**config.mk**
```make
export PLATFORM = sky130hd
export DESIGN_NAME = sdr_req_arbiter
export DESIGN_NICKNAME = d
export VERILOG_FILES = /design/src/rtl/sdr_pkg.sv /design/src/rtl/sdr_rr_picker.sv /design/src/rtl/sdr_req_arbiter.sv
export SDC_FILE = /design/constraint.sdc
export NUM_CORES = 1
export LEC_CHECK = 0
export BUFFER_PORTS_ARGS = -buffer_cell sky130_fd_sc_hd__buf_2
export CAP_MARGIN = 25
export CELL_PAD_IN_SITES_DETAIL_PLACEMENT = 1
export CELL_PAD_IN_SITES_GLOBAL_PLACEMENT = 1
export CORE_MARGIN = 1
export CORE_UTILIZATION = 29
export CTS_CLUSTER_SIZE = 40
export DETAILED_ROUTE_END_ITERATION = 12
export PLACE_DENSITY = 0.75
export SYNTH_ARGS = -nofsm -noshare
export SYNTH_HDL_FRONTEND = slang
export SYNTH_HIERARCHICAL = 1
export SYNTH_SLANG_ARGS = --single-unit
export TNS_END_PERCENT = 50
```
**constraint.sdc**
```tcl
create_clock -name clk -period 5 [get_ports clk]
set_clock_uncertainty 0.2 [all_clocks]
set_input_delay 1 -clock clk [delete_from_list [all_inputs] [get_ports clk]]
set_output_delay 1 -clock clk [all_outputs]
set_load 0.02 [all_outputs]
```
**src/rtl/sdr_pkg.sv**
```systemverilog
// Shared types and widths for the SDR user-port arbiter.
// Imported by the arbiter top and its round-robin picker.
package sdr_pkg;

  localparam int SDR_DW = 16;
  localparam int SDR_AW = 32;

  typedef enum logic [2:0] {
    IDLE,
    ISSUE,
    WDATA,
    RDATA,
    DONE
  } arb_state_t;

endpackage

```
**src/rtl/sdr_rr_picker.sv**
```systemverilog
// Combinational round-robin search: first set request at or after ptr.
// Produces a one-hot grant, its index, and an any-request flag.
module sdr_rr_picker #(
  parameter int N  = 2,
  parameter int IW = (N > 1) ? $clog2(N) : 1
) (
  input  logic [N-1:0]  req,
  input  logic [IW-1:0] ptr,
  output logic [N-1:0]  gnt,
  output logic [IW-1:0] idx,
  output logic          any
);

  function automatic logic [IW-1:0] slot(
    input logic [IW-1:0] p,
    input int            k
  );
    int s;
    s = int'(p) + k;
    if (s >= N) s = s - N;
    return IW'(s);
  endfunction

  // Scan backwards so the nearest slot to ptr is the last writer.
  always_comb begin
    gnt = '0;
    idx = '0;
    any = |req;
    for (int k = N - 1; k >= 0; k--) begin
      if (req[slot(ptr, k)]) begin
        gnt = '0;
        gnt[slot(ptr, k)] = 1'b1;
        idx = slot(ptr, k);
      end
    end
  end

endmodule

```
**src/rtl/sdr_req_arbiter.sv**
```systemverilog
// Round-robin arbiter sharing the sdr_top user port among NUM_REQ clients.
// One burst at a time: issue pulse, BURST_LEN beats, done or timeout.
module sdr_req_arbiter
  import sdr_pkg::*;
#(
  parameter int NUM_REQ     = 2,
  parameter int BURST_LEN   = 8,
  parameter int TIMEOUT_CYC = 4096
) (
  input  logic                      clk,
  input  logic                      rst_n,
  input  logic [NUM_REQ-1:0]        req_valid,
  input  logic [NUM_REQ-1:0]        req_we,
  input  logic [SDR_AW*NUM_REQ-1:0] req_addr,
  output logic [NUM_REQ-1:0]        req_ready,
  input  logic [SDR_DW*NUM_REQ-1:0] wdata,
  output logic [NUM_REQ-1:0]        wdata_pop,
  output logic [SDR_DW-1:0]         rd_data,
  output logic [NUM_REQ-1:0]        rd_vld,
  output logic [NUM_REQ-1:0]        done,
  output logic                      err,
  output logic                      sdr_wr_req,
  output logic [SDR_AW-1:0]         sdr_waddr,
  output logic [SDR_DW-1:0]         sdr_wdata_in,
  output logic                      sdr_wr_vld,
  input  logic                      sdr_wr_ready,
  output logic                      sdr_rd_req,
  output logic [SDR_AW-1:0]         sdr_raddr,
  input  logic [SDR_DW-1:0]         sdr_rdata_out,
  input  logic                      sdr_rd_vld
);

  localparam int IW = $clog2(NUM_REQ);
  localparam int BW = $clog2(BURST_LEN) + 1;
  localparam int TW = $clog2(TIMEOUT_CYC) + 1;

  arb_state_t         state;
  logic [IW-1:0]      owner;
  logic [IW-1:0]      rr_ptr;
  logic [NUM_REQ-1:0] own_oh;
  logic               we_q;
  logic [SDR_AW-1:0]  addr_q;
  logic [BW-1:0]      beat;
  logic [TW-1:0]      tmo;

  logic [NUM_REQ-1:0] pick_gnt;
  logic [IW-1:0]      pick_idx;
  logic               pick_any;
  logic [SDR_AW-1:0]  pick_addr;
  logic [SDR_DW-1:0]  own_wdata;
  logic [IW-1:0]      next_ptr;
  logic               beat_ok;
  logic               last_beat;
  logic               tmo_hit;

  sdr_rr_picker #(
    .N  (NUM_REQ),
    .IW (IW)
  ) u_picker (
    .req (req_valid),
    .ptr (rr_ptr),
    .gnt (pick_gnt),
    .idx (pick_idx),
    .any (pick_any)
  );

  always_comb begin
    pick_addr = '0;
    own_wdata = '0;
    for (int i = 0; i < NUM_REQ; i++) begin
      if (pick_gnt[i])
        pick_addr = req_addr[i*SDR_AW +: SDR_AW];
      if (IW'(i) == owner)
        own_wdata = wdata[i*SDR_DW +: SDR_DW];
    end
  end

  assign next_ptr = (owner == IW'(NUM_REQ - 1)) ?
                    '0 : owner + 1'b1;

  assign beat_ok   = (state == WDATA && sdr_wr_ready) ||
                     (state == RDATA && sdr_rd_vld);
  assign last_beat = beat_ok && (beat == BW'(BURST_LEN - 1));
  assign tmo_hit   = tmo == TW'(TIMEOUT_CYC - 1);

  assign sdr_wr_vld   = state == WDATA;
  assign sdr_wdata_in = sdr_wr_vld ? own_wdata : '0;
  assign wdata_pop    = (sdr_wr_vld && sdr_wr_ready) ? own_oh : '0;
  assign rd_data      = (state == RDATA) ? sdr_rdata_out : '0;
  assign rd_vld       = (state == RDATA && sdr_rd_vld) ? own_oh : '0;
  assign sdr_waddr    = we_q ? addr_q : '0;
  assign sdr_raddr    = we_q ? '0 : addr_q;

  always_ff @(posedge clk or negedge rst_n) begin
    if (!rst_n) begin
      state      <= IDLE;
      owner      <= '0;
      rr_ptr     <= '0;
      own_oh     <= '0;
      we_q       <= 1'b0;
      addr_q     <= '0;
      beat       <= '0;
      tmo        <= '0;
      req_ready  <= '0;
      done       <= '0;
      err        <= 1'b0;
      sdr_wr_req <= 1'b0;
      sdr_rd_req <= 1'b0;
    end else begin
      req_ready  <= '0;
      done       <= '0;
      sdr_wr_req <= 1'b0;
      sdr_rd_req <= 1'b0;
      // Read data with no read in flight is dropped and flagged.
      err        <= sdr_rd_vld && (state != RDATA);
      unique case (state)
        IDLE: begin
          if (pick_any) begin
            state      <= ISSUE;
            owner      <= pick_idx;
            own_oh     <= pick_gnt;
            we_q       <= |(req_we & pick_gnt);
            addr_q     <= pick_addr;
            req_ready  <= pick_gnt;
            sdr_wr_req <= |(req_we & pick_gnt);
            sdr_rd_req <= ~|(req_we & pick_gnt);
          end
        end
        ISSUE: begin
          state <= we_q ? WDATA : RDATA;
          beat  <= '0;
          tmo   <= '0;
        end
        WDATA, RDATA: begin
          tmo <= tmo + 1'b1;
          if (beat_ok) beat <= beat + 1'b1;
          if (last_beat) begin
            state  <= DONE;
            done   <= own_oh;
            rr_ptr <= next_ptr;
          end else if (tmo_hit) begin
            state  <= IDLE;
            err    <= 1'b1;
            rr_ptr <= next_ptr;
            we_q   <= 1'b0;
            addr_q <= '0;
          end
        end
        DONE: begin
          state  <= IDLE;
          we_q   <= 1'b0;
          addr_q <= '0;
        end
        default: state <= IDLE;
      endcase
    end
  end

endmodule

```
==> results.cfg <==
[logic_synthesis]
synth-edff-count = 0
syn_area_per_cell_um2 = 9.60
synth_largest_area_cell = dfrtp_1
synth-main-ff-cell = dfrtp_1
synth_async_sr_flop_share_pct = 100
synth_area_um2 = 4100
yosysSeqAreaShare_pct = 39.1
ys_seq_elements = 64
synthDominantCellAreaShare_pct = 39.1
synthesis.nets = 549
synthCells = 427
synth.area.top_cells = dfrtp_1 (39%), mux2_4 (11%), a22oi_1 (5.9%), mux2i_1 (5.6%), nor2_1 (5.3%)
ys_types = 49
yosysWarnings = 6

[clock_tree]
post_cts_buffers = 0
clock-sinks = 64
clk_path_buf_depth = 2
cts_resized = 0
cts.clk_slew.worst_paths_ns = 0.06
cts_hold_buf = 0
clk_latency_ns = 0.32
cts_tree = done
numCtsBuffers = 9
h-tree-depth = 3
clockRootBuffer = clkbuf_16

[pwr]
internal_power_mw = 1.63
total_power_mw = 2.83
pwr-share-comb_pct = 46.7
power.density_nw_per_um2 = 497
pwr-share-seq_pct = 29.0
p_switching_mw = 1.20
netSwitchingFraction_pct = 42.4
clkPwrFrac_pct = 24.3
ir_worst_vdd_v = 0.000192
power.leakage_nw = 3.11

[setup_path]
timing.rr.end = addr_q[2]
reg2reg_depth = 6
crit_type = flip-flop to output port
reg2reg_from = tmo[0]
critical_path_required_ns = 3.80
critPathMaxFanout = 26
setup.worst_path.end_class = output port
rrSetupSlack_ns = 1.69
cp-start-kind = flip-flop
worst_ep_arrival_time_ns = 2.20

[timing]
drv_slew = 0
fin_tns_setup_ns = 0
period_share_pct = 67.9
rsz0062_at_grt = false
setup_viol_count_final = 0
worst_pin_slew_ns = 1.00
final.setup.worst_slack_ns = 1.60
max_freq_mhz = 295
hold_viol_final = 0
fin_crit_ns = 3.40
max_slew_margin_pct = 33.3

[worst_hold_path]
hold_start = addr_q[0]
min_to = addr_q[0]
hold_path_depth = 1
hp-class = flip-flop to flip-flop

[floorplanning]
die_h_um = 121
die_w_um = 121
dieArea_um2 = 14600
pin_count = 228
num_rows = 43
core_um2 = 13800
start_util_pct = 29.6

[global_routing]
first_global_vias = 4255
grt_pass1_wl_mm = 20.7
grt_overflow = 0
antenna_found_initial = 0
grt_max_degree = 65
grt.total_usage_pct = 17.7

[place]
dp_hpwl_mm = 9.89
dp_cells = 806
io_buffers = 227
place_congestion = 0.769
pre_cts_ws_ns = 1.44

[run]
maxCapViolCount = 0

[cells_and_area]
antenna_cells = 0
postLayoutCoreUtil_pct = 41.2
nNetsFinal = 760
fillCellCount = 1682
layout-drive-gt1-share_pct = 44.6
syn_to_final_growth_pct = 39.1
instances_no_fill = 823

[routing]
drt.antenna.violating_nets = 0
route.vias.total = 4012
dr.pass1.iters = 4
drt-initial-drc-count = 154
vias_per_cell = 4.87
drc = 0
wire_per_inst_um = 15.6
drt_wl_total_mm = 12.9

[run_status]
outcome = finished clean
## registers in the layout, indices dropped and copies added (netlist names), 2 cells and up
signal and flops:
addr_q 32, tmo 13, beat 4, state 3
done 2, own_oh 2, req_ready 2
## per-layer routing
layer	GRT usage (%)	up-vias	routed length (µm)
li1	-	1899	-
met5	0	-	0
met3	4.23	18	575
met2	31.6	112	6700
met4	3.94	0	167
met1	21.3	1983	5420
## cells by family (layout without fill, tap and decap cells)
family | after synthesis | count (layout) | share of synthesized area (%)
simple gates | 191 | 191 | 25.4
flops | 64 | 64 | 39.1
fa+ha+maj | 2 | 2 | 0.610
mux | 56 | 56 | 17.3
xor+xnor | 2 | 2 | 0.427
buf+inv | 44 | 260 | 5.25
compound gates | 68 | 68 | 11.9
## layout make-up
| class | count | area (µm²) | share of cell area (%) |
|---|---|---|---|
| repair buffers | 234 | 1220 | 21.3 |
| clock inverters | 6 | 92.6 | 1.62 |
| flip-flops and latches | 64 | 1600 | 28.1 |
| inverters | 10 | 37.5 | 0.658 |
| clock buffers | 10 | 239 | 4.19 |
| well taps | 180 | 225 | 3.95 |
| multi-input cells | 319 | 2290 | 40.1 |
## how the worst max path moves through the flow
stage               startpoint          endpoint  slack [ns]
global route          state[0]      wdata_pop[0]        1.44
global placement    sdr_rd_vld         addr_q[2]        1.55
finish                state[0]      wdata_pop[0]        1.60
floorplan                owner  sdr_wdata_in[10]        2.24
detailed placement  sdr_rd_vld         addr_q[2]        1.44
CTS                   state[0]      wdata_pop[0]        1.61
## layout by cell type, fill, tap and decap left out, types with 2 or more instances in the layout
cell type / n
clkinvlp_4: 2
mux2_4: 29
mux2i_1: 23
nor3_1: 3
mux2_1: 3
dfrtp_1: 64
a21o_1: 3
ha_1: 2
o31ai_1: 4
nor2_1: 58
bufinv_16: 2
nor4_1: 2
a22o_1: 4
nand3_1: 6
buf_2: 227
xnor2_1: 2
clkbuf_16: 9
and3_1: 21
o21ai_0: 11
o21ai_1: 2
inv_1: 10
and4_1: 2
nor2b_1: 33
clkinv_4: 2
nand4_1: 2
nand2b_1: 2
nand2_1: 18
buf_4: 5
a22oi_1: 32
and2_1: 34
o31a_1: 2
## worst max-delay path, stage by stage (launching register included)
cell and delay, ns:
dfrtp_1 0.76, nand2b_1 0.57, inv_1 0.14, and3_1 0.23
buf_2 0.17
## stage by stage
stage               hold slack, ns  area, µm²
finish                       0.310       5700
global route                 0.354       5700
CTS                          0.313       5670
detailed placement           0.299       5340
global placement             0.281       5330
floorplan                    0.265       4100
## power groups by stage
stage | Clock, mW | Sequential (mW) | Combinational, mW
6_report | 0.689 | 0.822 | 1.32
3_5_place_dp | 0 | 0.828 | 1.31
2_1_floorplan | 0 | 0.710 | 1.04
5_1_grt | 0.727 | 0.852 | 1.43
3_3_place_gp | 0 | 0.815 | 1.25
4_1_cts | 0.705 | 0.824 | 1.31
## synthesized netlist by cell type (all sizes together), types with 2 or more instances
cell type / n
mux2i: 23
a22o: 4
or3: 2
xnor2: 2
dfrtp: 64
buf: 10
nand4: 3
nor2b: 34
mux2: 33
and4: 2
o21ai: 13
o31ai: 4
a21o: 3
nor3: 3
o31a: 2
and2: 34
a21boi: 2
nand2b: 3
nor2: 58
and3: 21
nand2: 18
inv: 10
nand3: 6
nor4: 3
ha: 2
a22oi: 32
clkbuf: 24
Note: power is estimated with default switching activity, not from simulation.
